## config.mk

```make
export PLATFORM = sky130hd
export DESIGN_NAME = fabric_tag_route_buffer_flat
export DESIGN_NICKNAME = d
export VERILOG_FILES = /design/src/rtl/fabric_tag_route_buffer_if.sv /design/src/rtl/fabric_tag_route_buffer.sv /design/src/flat_wrapper.sv
export SDC_FILE = /design/constraint.sdc
export NUM_CORES = 1
export LEC_CHECK = 0
export BUFFER_PORTS_ARGS = -buffer_cell sky130_fd_sc_hd__buf_2
export CAP_MARGIN = 40
export CORE_MARGIN = 3
export CORE_UTILIZATION = 55
export DETAILED_ROUTE_END_ITERATION = 7
export MAX_ROUTING_LAYER = met4
export PLACE_DENSITY = 0.86
export SLEW_MARGIN = 20
export SYNTH_ARGS = -nofsm -noshare
export SYNTH_HDL_FRONTEND = slang
export SYNTH_SLANG_ARGS = --single-unit
```

## constraint.sdc

```tcl
create_clock -name clk -period 5.5 [get_ports clk]
set_input_delay 0.275 -clock clk [delete_from_list [all_inputs] [get_ports clk]]
set_output_delay 0.275 -clock clk [all_outputs]
set_load 0.02 [all_outputs]
```

## src/rtl/fabric_tag_route_buffer_if.sv

```systemverilog
// fabric_tag_route_buffer_if: tagged input stream plus per-lane output streams
// and error reporting for fabric_tag_route_buffer.
// master = upstream producer / lane consumers, slave = the route buffer.
// Optional FABRIC_TAG_ROUTE_STATS_EN adds the drop_count signal.
interface fabric_tag_route_buffer_if #(
   parameter int DATA_WIDTH = 32,
   parameter int TAG_WIDTH  = 4,
   parameter int NUM_OUT    = 4
);
   logic                            in_valid;
   logic                            in_ready;
   logic [DATA_WIDTH+TAG_WIDTH-1:0] in_data;
   logic [NUM_OUT-1:0]              out_valid;
   logic [NUM_OUT-1:0]              out_ready;
   logic [NUM_OUT*DATA_WIDTH-1:0]   out_data;
   logic                            err_valid;
   logic [TAG_WIDTH-1:0]            err_tag;
`ifdef FABRIC_TAG_ROUTE_STATS_EN
   logic [15:0]                     drop_count;

   modport master (
      output in_valid, in_data, out_ready,
      input  in_ready, out_valid, out_data, err_valid, err_tag, drop_count
   );
   modport slave (
      input  in_valid, in_data, out_ready,
      output in_ready, out_valid, out_data, err_valid, err_tag, drop_count
   );
`else
   modport master (
      output in_valid, in_data, out_ready,
      input  in_ready, out_valid, out_data, err_valid, err_tag
   );
   modport slave (
      input  in_valid, in_data, out_ready,
      output in_ready, out_valid, out_data, err_valid, err_tag
   );
`endif
endinterface

```

## src/rtl/fabric_tag_route_buffer.sv

```systemverilog
// fabric_tag_route_buffer: routes {tag, payload} beats into per-lane FIFOs
// indexed by tag, strips the tag, and flags out-of-range tags (sticky, first
// tag kept). A stalled lane never blocks the other lanes.
// Optional feature macro: FABRIC_TAG_ROUTE_STATS_EN (saturating drop_count).
module fabric_tag_route_buffer #(
   parameter int DATA_WIDTH = 32,
   parameter int TAG_WIDTH  = 4,
   parameter int NUM_OUT    = 4,
   parameter int DEPTH      = 4
) (
   input logic                      clk,
   input logic                      rst,
   fabric_tag_route_buffer_if.slave bus
);
   localparam int PW = (DEPTH > 1) ? $clog2(DEPTH) : 1;
   localparam int CW = $clog2(DEPTH + 1);
   localparam logic [CW-1:0]        DEPTH_C   = CW'(DEPTH);
   localparam logic [PW-1:0]        LAST_C    = PW'(DEPTH - 1);
   localparam logic [TAG_WIDTH:0]   NUM_OUT_C = (TAG_WIDTH + 1)'(NUM_OUT);

   generate
      if (DATA_WIDTH < 1) begin : g_bad_data
         $fatal(1, "COMP_TAG_ROUTE_DATA_WIDTH: DATA_WIDTH must be >= 1");
      end
      if (TAG_WIDTH < 1) begin : g_bad_tag
         $fatal(1, "COMP_TAG_ROUTE_TAG_WIDTH: TAG_WIDTH must be >= 1");
      end
      if (NUM_OUT < 1 || NUM_OUT > (1 << TAG_WIDTH)) begin : g_bad_num
         $fatal(1, "COMP_TAG_ROUTE_NUM_OUT: NUM_OUT must be in 1..2**TAG_WIDTH");
      end
      if (DEPTH < 2) begin : g_bad_depth
         $fatal(1, "COMP_TAG_ROUTE_DEPTH: DEPTH must be >= 2");
      end
   endgenerate

   // Pointer advance with explicit wrap, since DEPTH need not be a power of two.
   function automatic logic [PW-1:0] ptr_next(input logic [PW-1:0] p);
      return (p == LAST_C) ? '0 : p + PW'(1);
   endfunction

   // Occupancy update; push and pop together leave the count unchanged.
   function automatic logic [CW-1:0] count_next(input logic [CW-1:0] c,
                                                input logic push_i,
                                                input logic pop_i);
      logic [CW-1:0] n;
      n = c;
      if (push_i && !pop_i)      n = c + CW'(1);
      else if (pop_i && !push_i) n = c - CW'(1);
      return n;
   endfunction

   // Saturating increment for the 16-bit drop counter.
   function automatic logic [15:0] sat_inc16(input logic [15:0] v);
      return (v == 16'hFFFF) ? v : v + 16'd1;
   endfunction

   logic [TAG_WIDTH-1:0]  tag;
   logic [DATA_WIDTH-1:0] payload;
   logic                  in_range;
   logic                  accept;
   logic [NUM_OUT-1:0]    hit;
   logic [NUM_OUT-1:0]    full;
   logic [NUM_OUT-1:0]    empty;
   logic [NUM_OUT-1:0]    push;
   logic [NUM_OUT-1:0]    pop;
   logic [PW-1:0]         wr_ptr [NUM_OUT];
   logic [PW-1:0]         rd_ptr [NUM_OUT];
   logic [CW-1:0]         count  [NUM_OUT];
   logic [DATA_WIDTH-1:0] mem    [NUM_OUT][DEPTH];
   logic                  err_valid_r;
   logic [TAG_WIDTH-1:0]  err_tag_r;

   assign tag      = bus.in_data[DATA_WIDTH +: TAG_WIDTH];
   assign payload  = bus.in_data[DATA_WIDTH-1:0];
   assign in_range = {1'b0, tag} < NUM_OUT_C;

   // Decode the target lane and per-lane full/empty flags from the counts.
   always_comb begin
      hit   = '0;
      full  = '0;
      empty = '0;
      for (int i = 0; i < NUM_OUT; i++) begin
         hit[i]   = in_range && (tag == TAG_WIDTH'(i));
         full[i]  = (count[i] == DEPTH_C);
         empty[i] = (count[i] == '0);
      end
   end

   // Error beats are always ready (discarded); in-range beats wait on their lane only.
   assign bus.in_ready  = !rst && !(|(hit & full));
   assign accept        = bus.in_valid && bus.in_ready;
   assign push          = {NUM_OUT{accept}} & hit;
   assign bus.out_valid = ~empty;
   assign pop           = bus.out_valid & bus.out_ready;
   assign bus.err_valid = err_valid_r;
   assign bus.err_tag   = err_tag_r;

   // Head entry of each lane drives its output slice straight from storage.
   always_comb begin
      bus.out_data = '0;
      for (int i = 0; i < NUM_OUT; i++) begin
         bus.out_data[i*DATA_WIDTH +: DATA_WIDTH] = mem[i][rd_ptr[i]];
      end
   end

   // Per-lane pointer and occupancy registers.
   always_ff @(posedge clk or posedge rst) begin
      if (rst) begin
         for (int i = 0; i < NUM_OUT; i++) begin
            wr_ptr[i] <= '0;
            rd_ptr[i] <= '0;
            count[i]  <= '0;
         end
      end else begin
         for (int i = 0; i < NUM_OUT; i++) begin
            if (push[i]) wr_ptr[i] <= ptr_next(wr_ptr[i]);
            if (pop[i])  rd_ptr[i] <= ptr_next(rd_ptr[i]);
            count[i] <= count_next(count[i], push[i], pop[i]);
         end
      end
   end

   // Payload storage; contents survive reset, only the pointers are cleared.
   always_ff @(posedge clk) begin
      for (int i = 0; i < NUM_OUT; i++) begin
         if (push[i]) mem[i][wr_ptr[i]] <= payload;
      end
   end

   // Sticky capture of the first out-of-range tag.
   always_ff @(posedge clk or posedge rst) begin
      if (rst) begin
         err_valid_r <= 1'b0;
         err_tag_r   <= '0;
      end else if (accept && !in_range && !err_valid_r) begin
         err_valid_r <= 1'b1;
         err_tag_r   <= tag;
      end
   end

`ifdef FABRIC_TAG_ROUTE_STATS_EN
   logic [15:0] drop_count_r;

   assign bus.drop_count = drop_count_r;

   // Saturating count of discarded error beats.
   always_ff @(posedge clk or posedge rst) begin
      if (rst)                     drop_count_r <= '0;
      else if (accept && !in_range) drop_count_r <= sat_inc16(drop_count_r);
   end
`else
   // Drop statistics are not built in this configuration.
   always_comb begin
      if (1'b0) begin
         void'(sat_inc16(16'd0));
      end
   end
`endif
endmodule

```

## src/flat_wrapper.sv

```systemverilog
// flat-port wrapper written by rule: the top's interface ports become plain ports
module fabric_tag_route_buffer_flat 
#(
   parameter int DATA_WIDTH = 32,
   parameter int TAG_WIDTH  = 4,
   parameter int NUM_OUT    = 4,
   parameter int DEPTH      = 4
)
  (clk, rst, bus_in_valid, bus_in_data, bus_out_ready, bus_in_ready, bus_out_valid, bus_out_data, bus_err_valid, bus_err_tag);
  fabric_tag_route_buffer_if #(.DATA_WIDTH(DATA_WIDTH), .TAG_WIDTH(TAG_WIDTH), .NUM_OUT(NUM_OUT)) bus_i ();
  input logic clk;
  input logic rst;
  input wire logic [$bits(bus_i.in_valid)-1:0] bus_in_valid;
  input wire logic [$bits(bus_i.in_data)-1:0] bus_in_data;
  input wire logic [$bits(bus_i.out_ready)-1:0] bus_out_ready;
  output wire logic [$bits(bus_i.in_ready)-1:0] bus_in_ready;
  output wire logic [$bits(bus_i.out_valid)-1:0] bus_out_valid;
  output wire logic [$bits(bus_i.out_data)-1:0] bus_out_data;
  output wire logic [$bits(bus_i.err_valid)-1:0] bus_err_valid;
  output wire logic [$bits(bus_i.err_tag)-1:0] bus_err_tag;
  assign bus_i.in_valid = bus_in_valid;
  assign bus_i.in_data = bus_in_data;
  assign bus_i.out_ready = bus_out_ready;
  assign bus_in_ready = bus_i.in_ready;
  assign bus_out_valid = bus_i.out_valid;
  assign bus_out_data = bus_i.out_data;
  assign bus_err_valid = bus_i.err_valid;
  assign bus_err_tag = bus_i.err_tag;
  fabric_tag_route_buffer #(.DATA_WIDTH(DATA_WIDTH), .TAG_WIDTH(TAG_WIDTH), .NUM_OUT(NUM_OUT), .DEPTH(DEPTH)) u_core (.clk(clk), .rst(rst), .bus(bus_i));
endmodule
```

Yosys cells after proc, flatten, opt, wreduce, memory -nomap -nowiden
Memory sizes are Yosys's and may differ from the RTL's.
Cells that the tools add are included.
- bits in registers: 33
- bits in writable memories: 512
- output and inout bits: 138
- memories kept: 1
- $add $sub $neg: 16
- magnitude comparators: 13
- equality and inequality tests: 15
- muxes and demuxes: 53
- bitwise operators: 12
- reduce and logical (&&, ||, !) cells: 45
- memories (name ; words ; width ; read ports ; clocked after memory_dff ; wr ports ; line ; RTL):
    u_core.mem ; 4 ; 128 ; 4 ; 0 ; 1 ; fabric_tag_route_buffer.sv:69 ; logic [DATA_WIDTH-1:0] mem [NUM_OUT][DEPTH];
- operators by type and width (cell ; number):
    $mux W128 ; 10
    $mux W32 ; 12
    $reduce_or A128 Y1 ; 3
    $bmux W32 S2 ; 4
    $demux W32 S2 ; 4
    $ge A3 B3 Y1 const B ; 8
    $mux W3 ; 8
    $not A2 Y3 ; 8
    $mux W2 ; 11
    $logic_and A1 B1 Y1 ; 20
    $add A2 B1 Y2 const B ; 8
    $eq A2 B2 Y1 const B ; 8
    $add A3 B1 Y3 const B ; 4
    $and A4 B4 Y4 ; 3
    $eq A3 B3 Y1 const B ; 4
    $logic_not A1 Y1 ; 12
    $logic_not A3 Y1 ; 4
    $lt A3 B1 Y1 const B ; 4
    $sub A3 B1 Y3 const B ; 4
    $eq A4 B2 Y1 const B ; 2
    $reduce_bool A2 Y1 ; 4
    $eq A4 B1 Y1 const B ; 1
    $logic_not A4 Y1 ; 1
    $lt A4 B3 Y1 const B ; 1
    other kinds (3) ; 6

Logic depth before layout (Yosys ltp)
Gate-level depths: netlist of the first run.
- depth in word-level cells: 14
- gate-level depth with buffers: 8

Worst setup path before layout of the first run
Ideal clock, no wire load.
- kind: input to register
- from: in bus_in_data[35]
- to: mem u_core.mem[2][0] (netlist name), enable pin
- setup time: 0.392 ns
- data arrival time: 2.078 ns
- data required time: 5.108 ns
- path slack: 3.030 ns
- stages on the path: 3
- path buffers: 0
- cell sequence: or4b_4 nor4_4 and2_1
- elaborated cells between the ends (all ways): 32
- classes of those cells: order compare (1); eq/ne (3); mux (14); bitwise (2); reduce/logical (12)
- RTL lines (element ; line ; RTL):
    start, declared ; flat_wrapper.sv:14 ; input wire logic [$bits(bus_i.in_data)-1:0] bus_in_data;
    $lt A4 B3 Y1 (tied with other cells) ; fabric_tag_route_buffer.sv:75 ; assign in_range = {1'b0, tag} < NUM_OUT_C;
    $logic_and A1 B1 Y1 ; fabric_tag_route_buffer.sv:83 ; hit[i] = in_range && (tag == TAG_WIDTH'(i));
    $and A4 B4 Y4 ; fabric_tag_route_buffer.sv:90 ; assign bus.in_ready = !rst && !(|(hit & full));
    $reduce_or A4 Y1 ; fabric_tag_route_buffer.sv:90 ;
    $logic_not A1 Y1 ; fabric_tag_route_buffer.sv:90 ;
    $logic_and A1 B1 Y1 ; fabric_tag_route_buffer.sv:90 ;
    $logic_and A1 B1 Y1 ; fabric_tag_route_buffer.sv:91 ; assign accept = bus.in_valid && bus.in_ready;
    $and A4 B4 Y4 * ; fabric_tag_route_buffer.sv:92 ; assign push = {NUM_OUT{accept}} & hit;
    via u_core.push[2] ; fabric_tag_route_buffer.sv:64 ; logic [NUM_OUT-1:0] push;
    $mux W1 * ; fabric_tag_route_buffer.sv:126 ; if (push[i]) mem[i][wr_ptr[i]] <= payload;
    $mux W128 (implied by the code) * ; fabric_tag_route_buffer.sv:126 ;
    $reduce_or A128 Y1 (no source line) ; - ;
    $mux W2 (no source line) / $mux W128 (equally long branches) (2 in a row) ; - ;
    end, declared ; fabric_tag_route_buffer.sv:69 ;
Mark *: on every way through the listed nets, which the timed path passes. The rest lies on a longest branch.

Worst setup path in the final report of the first run
- from: reg u_core.rd_ptr[0] (netlist name)
- to: out bus_out_data[124]
- longest elaborated chain between the ends: 4
- ends and longest elaborated chain (element ; line ; RTL):
    start, declared ; fabric_tag_route_buffer.sv:67 ; logic [PW-1:0] rd_ptr [NUM_OUT];
    start signal, assigned by index ; fabric_tag_route_buffer.sv:117 ; if (pop[i]) rd_ptr[i] <= ptr_next(rd_ptr[i]);
    $not A2 Y3 (implied by the code) ; fabric_tag_route_buffer.sv:102 ; bus.out_data[i*DATA_WIDTH +: DATA_WIDTH] = mem[i][rd_ptr[i]];
    $bmux W32 S2 ; fabric_tag_route_buffer.sv:102 ;
    $mux W32 (implied by the code) (2 in a row) ; fabric_tag_route_buffer.sv:102 ;
    end, declared ; flat_wrapper.sv:18 ; output wire logic [$bits(bus_i.out_data)-1:0] bus_out_data;
Every way passes these cells. The select of a mux whose other input is x is not followed.

==> qor.txt, run 1 <==
Root Driver: clkbuf_16
WHS Endpoint: u_core.bus.err_tag[0]$_DFFE_PP0P_
Area leader, netlist: edfxtp_1
Mapped Avg Cell Area: 24.4 um^2
Yosys reg bits: 545
Hold buffers post-CTS: 3
Routed vias/inst: 6.17
Clock sinks: 545
First-pass GRT wire length: 68.0 mm
DRT Pass-1 Iters: 5
Top-count cell post-synth: edfxtp_1
Top area cells in the synthesized netlist: edfxtp_1 (75%), mux4_2 (14%), dfrtp_1 (4.0%)
Hold Crit Start: bus_in_data[32]
# port buffers: 180
Fraction of layout cells with a size suffix above 1: 41.6%
Outcome: finished clean
Post-synth ARST share: 6.06%
DP Wirelength: 27.5 mm
Period minus WS final: 2.91 ns
Post-CTS sizing: 0
Leak: 8.06 nW
Worst slew pin tran: 0.748 ns
Worst-path fanout max: 22
Max clock buf depth: 3
Clock Pin Slew Worst Setup and Hold Paths: 0.06 ns
Post-synthesis xor/xnor area fraction: 0.515%
Number of synthesized flops with an enable pin: 512
CTS tree: built
GR Layer Usage met1: 33.0%
CTS Buf Count: 52
Ys flop type: edfxtp_1
Max IR drop VDD: 0.281 mV
Achievable frequency: 0.343 GHz
R2r worst-path depth: 8
WL final: 45.9 mm
Kind of critical path: reg2out
Worst hold path depth: 2
Total of max-cap violations: 0
Largest net degree at the start of global routing: 36
CP Launch Type: flip-flop
Total gr overflow: 0
YS warnings: 0
Post-DRT Antenna Nets: 0
M2 GR Usage: 41.0%
Initial DRC count: 885
Synth Area in Compound Gates: 0.392%
Flop2flop setup slack: 3.16 ns
Final Setup Violations: 0
Post-synthesis mux area share: 15.4%
CTS H-tree lvls: 2
Residual DRC: 0
Most frequent cells after synthesis: edfxtp_1 (512), mux4_2 (128), dfrtp_1 (33)
Adder-Cell Fraction of Synth Area: 1.86%
Layout area overhead: 17.4%
Mapped Nets: 908
GRT Max-Usage Layer: met2
Largest family of logic cells by synthesized area: multiplexers
Setup TNS: 0 ns
Initial antenna violation count: 1
Placer Congestion: 0.725
Relative slew slack: 50.1%
Fin nets: 1137
Row cnt: 69
Reg-to-reg critical path startpoint: u_core.count[9]$_DFFE_PP0P_
Critical Path Sink Type: output port
RSZ-0062 raised after global routing: no
Clk Latency, worst-skew pair: 0.58 ns
Netlist cell types: 28
Core area: 0.0361 mm^2
Setup bufs post-CTS: 0
Post-synthesis cell area: 0.0204 mm^2
Power Dens Cells: 485 mW/mm^2
Hold Fails Final Rpt: 0
WP data required: 5.22 ns
Die Span X: 199 um
Post-synth top area share: 75.3%
Grt met3 use: 3.57%
Vias in the first global route: 10013
Via count: 9644
Seq/Total Area, Yosys: 79.3%
Die height: 199 um
Max-slew violations: 0
Initial Util: 56.6%
Drt wl/cell: 29.4 um
Die area: 0.0395 mm^2
RR Endpoint: u_core.count[11]$_DFFE_PP0P_
Clk_skew: 0.0243 ns
WHS: 0.0796 ns
Tcrit/Tclk final: 52.9%
WP data arrival: 2.64 ns
GRT Overall Usage: 24.6%
Io pins: 181
Hold Path Class: in2reg
Cells after Synth: 837
Post-Synth Simple-Gate Area: 1.50%
==> where the power goes <==
group | switching [mW] | leakage [nW] | internal (mW)
registers | 0.308 | 4.99 | 4.68
clock network | 1.47 | 0.765 | 1.91
logic | 1.83 | 2.30 | 1.43
==> critical path, cell delays in order (launching register included) <==
cell	delay, ns
dfrtp_2	0.72
buf_4	0.50
mux4_2	0.63
buf_2	0.19
==> registers in the layout, indices dropped and copies added (netlist names) <==
signal / flops
u_core.rd_ptr: 8
u_core.mem: 512
u_core.bus.err_tag: 4
u_core.count: 12
u_core.wr_ptr: 8
u_core.bus.err_valid: 1
==> final cells by class <==
class / count / area (um^2)
Sequential cell: 545 / 16200
Fill cell: 2217 / 12100
Multi-Input combinational cell: 244 / 4030
Timing Repair Buffer: 208 / 1500
Clock buffer: 62 / 1370
Tap cell: 461 / 577
Clock inverter: 27 / 221
Inverter: 15 / 56.3
Antenna cell: 1 / 2.50
==> layer usage <==
metal | part of all wire, % | up-vias
li1 | - | 3950
met1 | 38 | 5138
met2 | 53 | 500
met3 | 7.3 | 56
met4 | 1.8 | 0
met5 | 0 | -
==> cells by family (layout without fill, tap and decap cells) <==
| group | after synthesis | after routing |
|---|---|---|
| DFF | 545 | 545 |
| muxes | 152 | 152 |
| buffers and inverters | 48 | 312 |
| and+or+nand+nor | 47 | 47 |
| adders and majority gates | 28 | 28 |
| xor gates and xnor gates | 12 | 12 |
| AOI/OAI and AO/OA | 5 | 5 |
| other | 0 | 1 |
==> per-stage QoR <==
stage | cell area, um^2 | power [mW] | std cells | util [%] | setup WS (ns)
after global placement | 21800 | 8.19 | 1450 | 60.5 | 2.70
after floorplan | 20400 | 7.18 | 837 | - | 3.03
after CTS | 23900 | 11.7 | 1557 | 66.1 | 2.52
after global routing | 24000 | 12.1 | 1563 | 66.4 | 2.43
after detailed placement | 22200 | 8.28 | 1465 | 61.6 | 2.62
final | 24000 | 11.6 | 1563 | 66.4 | 2.59
==> layout by cell type (no fill, tap or decap), types with 2 or more instances in the layout <==
master         instances
or3_1                  4
bufinv_16              3
buf_12                 3
edfxtp_1             512
dfrtp_2                8
and2_2                16
dfrtp_1               25
a2111oi_4              2
mux2_2                24
clkbuf_1               8
clkinv_1              10
clkinv_2               6
inv_6                  2
mux4_2               128
buf_16                17
buf_4                  5
inv_1                 15
nor2_1                15
ha_1                  24
clkbuf_16             53
nor4_4                 2
buf_2                180
dlygate4sd3_1          3
xnor2_1                4
nand2_1                4
xor2_1                 8
fa_1                   4
clkinvlp_4             5
==> worst max path at each step <==
stage,endpoint,from,slack (ns)
floorplan,u_core.mem[2][0]$_DFFE_PP_,bus_in_data[35],3.03
global placement,u_core.mem[0][113]$_DFFE_PP_,bus_in_data[35],2.70
detailed placement,u_core.mem[1][109]$_DFFE_PP_,bus_in_data[35],2.62
CTS,bus_out_data[52],u_core.rd_ptr[4]$_DFFE_PP0P_,2.52
global route,bus_out_data[51],u_core.rd_ptr[4]$_DFFE_PP0P_,2.43
finish,bus_out_data[124],u_core.rd_ptr[0]$_DFFE_PP0P_,2.59
Power figures use the tool's default switching activity.
==> run 2: changes to the inputs <==
--- a/config.mk
+++ b/config.mk
@@ -8,7 +8,7 @@
 export BUFFER_PORTS_ARGS = -buffer_cell sky130_fd_sc_hd__buf_2
 export CAP_MARGIN = 40
 export CORE_MARGIN = 3
-export CORE_UTILIZATION = 55
+export CORE_UTILIZATION = 53
 export DETAILED_ROUTE_END_ITERATION = 7
 export MAX_ROUTING_LAYER = met4
 export PLACE_DENSITY = 0.86
==> constraint.sdc (replaced) <==
create_clock -name clk -period 2.5 [get_ports clk]
set_input_delay 0.125 -clock clk [delete_from_list [all_inputs] [get_ports clk]]
set_output_delay 0.125 -clock clk [all_outputs]
set_load 0.02 [all_outputs]
==> qor.txt, run 2 (synthesis results as in run 1) <==
Max-slew violations: 0
Critical Path Sink Type: output port
Power share of the sequential group: 43.1%
Io pins: 181
CP endpoint: bus_out_data[83]
WP data required: 2.38 ns
Hold Crit Start: bus_out_ready[3]
Achievable frequency: 0.413 GHz
Final Setup Violations: 0
Clk pwr share: 28.6%
Fillers: 2460
Placer Congestion: 0.742
DP Area: 0.0224 mm^2
Die height: 202 um
CP max stage delay: 0.88 ns
# port buffers: 180
Setup slack at placement: 0.0503 ns
Routed vias/inst: 5.89
CTS tree: built
Max reg flops: 512
DP Wirelength: 27.2 mm
Fraction of layout cells with a size suffix above 1: 41.1%
CP delay by family, top: flip-flops
DRT Pass-1 Iters: 5
RSZ-0062 raised after global routing: no
Relative slew slack: 47.9%
Vias in the first global route: 10594
Clk_skew: 0.0150 ns
Max IR drop VDD: 0.833 mV
Core area: 0.0378 mm^2
Row cnt: 71
Initial DRC count: 775
Flop2flop setup slack: 0.24 ns
Kind of critical path: reg2out
Setup TNS: 0 ns
Die Span X: 202 um
Residual DRC: 0
Reg-to-reg critical path startpoint: u_core.count[9]$_DFFE_PP0P_
Final worst slack: 0.0812 ns
Worst path bufs/invs: 2
Slowest CP cell: dfrtp_2
Most common cell after layout, fill and taps aside: edfxtp_1
Layout area overhead: 19.8%
Largest net degree at the start of global routing: 35
Clk Latency, worst-skew pair: 0.59 ns
Worst path depth: 3
Outcome: finished clean
Root Driver: clkbuf_16
Fin nets: 1192
RR Endpoint: u_core.count[11]$_DFFE_PP0P_
WP data arrival: 2.29 ns
Die area: 0.0409 mm^2
Hold Path Class: in2reg
Sw Ratio: 31.2%
Crit-path cells: buf_4 > mux4_2 > buf_2
Most frequent cells in the layout: edfxtp_1 (512), buf_2 (180), mux4_2 (128)
CTS Buf Count: 51
Drt wl/cell: 27.5 um
P_int: 17.7 mW
Post-DRT Antenna Nets: 0
WL final: 46.1 mm
Initial antenna violation count: 3
Max clock buf depth: 3
Period minus WS final: 2.42 ns
Worst slew pin tran: 0.781 ns
Post-route cell area: 0.0245 mm^2
CP startpoint: u_core.rd_ptr[3]$_DFFE_PP0P_
Total of max-cap violations: 0
Power Dens Cells: 1050 mW/mm^2
WHS: 0.0417 ns
R2r worst-path depth: 8
GRT Overall Usage: 23.8%
Total gr overflow: 0
Tcrit/Tclk final: 96.8%
Comb pwr share: 28.3%
Hold Fails Final Rpt: 0
Clock Pin Slew Worst Setup and Hold Paths: 0.06 ns
Worst-path fanout max: 24
CTS H-tree lvls: 2
Initial Util: 54.0%
Leak: 8.28 nW
Clock sinks: 545
First-pass GRT wire length: 69.0 mm
CP Launch Type: flip-flop
Via count: 9864
Overall power: 25.7 mW
Switch Pwr: 8.01 mW
run 2: cell count changes in the layout (fill, tap and decap cells not counted), moves of 3 or more:
cell,before,now
clkinv_2,6,12
dfrtp_4,0,4
clkbuf_1,8,11
dlygate4sd3_1,3,42
clkinvlp_4,5,1
buf_12,3,22
buf_16,17,0
buf_4,5,20
dfrtp_2,8,4
run 2: routing by layer:
layer / vias to the layer above / GRT usage (%) / wire length, um
met5: - / - / 0
met4: 0 / 6.83 / 1270
met3: 98 / 6.04 / 3850
met2: 488 / 38.7 / 23800
met1: 5205 / 30.3 / 17200
li1: 4073 / - / -
run 2: how the worst min path moves through the flow:
stage,end,depth (start not counted)
3_5_place_dp,u_core.bus.err_tag[2]$_DFFE_PP0P_,2
3_3_place_gp,u_core.bus.err_valid$_DFFE_PP0P_,2
2_1_floorplan,u_core.mem[0][0]$_DFFE_PP_,0
5_1_grt,u_core.rd_ptr[0]$_DFFE_PP0P_,3
4_1_cts,u_core.rd_ptr[0]$_DFFE_PP0P_,3
6_report,u_core.rd_ptr[0]$_DFFE_PP0P_,3
run 2: area by class of cell:
type	count	area [um^2]	share of cell area [%]
Clock inverter	31	241	0.987
Tap cell	511	639	2.61
Inverter	15	56.3	0.230
Antenna cell	3	7.51	0.0307
Sequential cell	545	16200	66.3
Timing Repair Buffer	264	1910	7.82
Clock buffer	63	1340	5.49
Multi-Input combinational cell	244	4040	16.5
run 2: what timing repair did:
item                                   CTS  global route
setup endpoints to repair               14             9
gates resized for setup                  2             4
buffers inserted                         0             0
pin swaps                                0             3
hold buffers                            42             0
endpoints found under the hold margin  556             0
run 2: stage by stage:
stage | instances | util, %
detailed placement | 1536 | 59.2
floorplan | 837 | -
finish | 1676 | 64.6
global placement | 1536 | 59.2
CTS | 1672 | 64.5
global route | 1676 | 64.6
run 2: power groups by stage:
stage	clock network, mW	logic (mW)	registers (mW)
global placement	0	7.02	11.3
CTS	7.51	7.26	11.2
floorplan	0	5.06	10.7
detailed placement	0	7.15	11.3
global route	7.86	7.72	11.1
finish	7.36	7.28	11.1
run 2: worst register-to-register path, cell delays in order (launching register included):
cell and delay (ns):
dfrtp_1 0.44, or3_1 0.43, nand2_1 0.21, ha_2 0.24
inv_1 0.06, fa_1 0.39, xor2_1 0.17, nor2_1 0.11
xor2_1 0.15
==> run 3: changes to the inputs <==
==> constraint.sdc (replaced) <==
create_clock -name clk -period 2.5 [get_ports clk]
set_input_delay 0.5 -clock clk [delete_from_list [all_inputs] [get_ports clk]]
set_output_delay 0.5 -clock clk [all_outputs]
set_load 0.02 [all_outputs]
==> qor.txt, run 3 (synthesis results as in run 1) <==
Tcrit/Tclk final: 102%
CP delay by family, top: multiplexers
Achievable frequency: 0.391 GHz
# port buffers: 180
Register area: 0.0162 mm^2
Die height: 202 um
Via count: 10033
Worst-path fanout max: 12
Hold Path Class: in2reg
Most frequent cells in the layout: edfxtp_1 (512), mux4_2 (128), buf_2 (127)
Initial DRC count: 953
Setup TNS: -0.305 ns
Sw Ratio: 30.8%
Relative slew slack: 73.6%
CP max stage delay: 0.60 ns
Row cnt: 71
Area occupied by multi-input gates: 0.00406 mm^2
Power share of the sequential group: 38.9%
Worst path bufs/invs: 2
Leak: 8.57 nW
Period minus WS final: 2.56 ns
Post-DRT Antenna Nets: 0
CTS tree: built
Placed insts: 1554
First-pass GRT wire length: 71.5 mm
Slowest CP cell: mux4_2
CP Launch Type: flip-flop
Clk pwr share: 27.7%
Layout area overhead: 23.1%
DRT Pass-1 Iters: 5
Root Driver: clkbuf_16
Routed vias/inst: 6.00
RSZ-0062 raised after global routing: yes
CTS Buf Count: 52
Initial Util: 54.0%
WHS: 0.204 ns
Total of max-cap violations: 0
Die area: 0.0409 mm^2
Drt wl/cell: 30.0 um
Die Span X: 202 um
CTS H-tree lvls: 2
WL final: 50.2 mm
DP Wirelength: 30.1 mm
WP data arrival: 2.06 ns
Initial antenna violation count: 2
Max-slew violations: 0
Fillers: 2377
Max IR drop VDD: 1.04 mV
Kind of critical path: reg2out
Clock sinks: 545
Max clock buf depth: 3
Worst slew pin tran: 0.396 ns
Max reg flops: 512
Final worst slack: -0.0550 ns
Overall power: 27.7 mW
Clock Pin Slew Worst Setup and Hold Paths: 0.06 ns
Hold Fails Final Rpt: 0
Io pins: 181
GRT Overall Usage: 24.9%
Final Setup Violations: 22
Total gr overflow: 0
Crit-path cells: buf_12 > mux4_2 > buf_2
Clk Latency, worst-skew pair: 0.58 ns
Most common cell after layout, fill and taps aside: edfxtp_1
Outcome: finished, violations left
Failing checks: setup timing
Placer Congestion: 0.774
Comb pwr share: 33.4%
Core area: 0.0378 mm^2
Non-Filler Instances: 1672
Switch Pwr: 8.55 mW
Fraction of layout cells with a size suffix above 1: 44.9%
WP data required: 2.00 ns
Residual DRC: 0
Clk_skew: 0.0131 ns
Fin nets: 1189
Largest net degree at the start of global routing: 30
P_int: 19.2 mW
Power Dens Cells: 1100 mW/mm^2
Final core utilization: 66.4%
Critical Path Sink Type: output port
Vias in the first global route: 10490
run 3: per-layer routing:
metal,global-route usage (%),wire (um),part of all wire (%)
met4,7.92,1740,3.5
met1,30.8,17400,35
met3,5.27,4200,8.4
met5,-,0,0
met2,41.9,26900,53
run 3: final timing paths:
path | cells past startpoint | slack, ns | from | to
max | 3 | -0.06 | u_core.rd_ptr[4]$_DFFE_PP0P_ | bus_out_data[49]
min | 2 | 0.20 | bus_in_data[35] | u_core.bus.err_tag[3]$_DFFE_PP0P_
max reg2reg | 8 | 0.23 | u_core.count[3]$_DFFE_PP0P_ | u_core.count[5]$_DFFE_PP0P_
min reg2reg | 1 | 0.48 | u_core.count[2]$_DFFE_PP0P_ | u_core.count[2]$_DFFE_PP0P_
max in group asynchronous | 5 | 1.49 | rst | u_core.rd_ptr[3]$_DFFE_PP0P_
min in group asynchronous | 4 | 0.56 | rst | u_core.bus.err_tag[1]$_DFFE_PP0P_
run 3: what timing repair did:
action	4_1_cts	5_1_grt
hold endpoints to repair	4	0
cloned	2	5
endpoints found under the setup margin	124	75
gates resized for setup	63	69
hold buffers	1	0
buffers inserted	10	3
run 3: worst reg2reg max path, stage by stage (launching register included):
cell	delay (ns)
dfrtp_1	0.46
or3_1	0.46
nand2_1	0.24
ha_1	0.21
inv_1	0.05
fa_1	0.37
xor2_1	0.15
nor2_1	0.11
xor2_1	0.15
run 3: power groups by stage:
| stage | Sequential (mW) | Clock (mW) | Combinational, mW |
|---|---|---|---|
| floorplan | 10.7 | 0 | 5.06 |
| global placement | 11.1 | 0 | 7.50 |
| detailed placement | 11.1 | 0 | 7.65 |
| CTS | 10.8 | 7.79 | 8.61 |
| global route | 10.8 | 8.13 | 9.76 |
| finish | 10.8 | 7.68 | 9.26 |
run 3: area by class of cell:
type                       count  share of cell area [%]
multi-input combinational    244                    16.2
timing repair buffer         260                    9.96
inverter                      15                   0.224
antenna                        1                 0.00995
clock buffer                  65                    5.45
sequential                   545                    64.5
tap                          511                    2.54
clock inverter                31                    1.13
run 3: per-stage QoR:
step | worst slack [ns] | instance area (um^2)
floorplan | -0.0640 | 20400
global placement | -0.123 | 22700
detailed placement | -0.209 | 22700
CTS | -0.0734 | 24700
global route | -0.106 | 25100
finish | -0.0550 | 25100
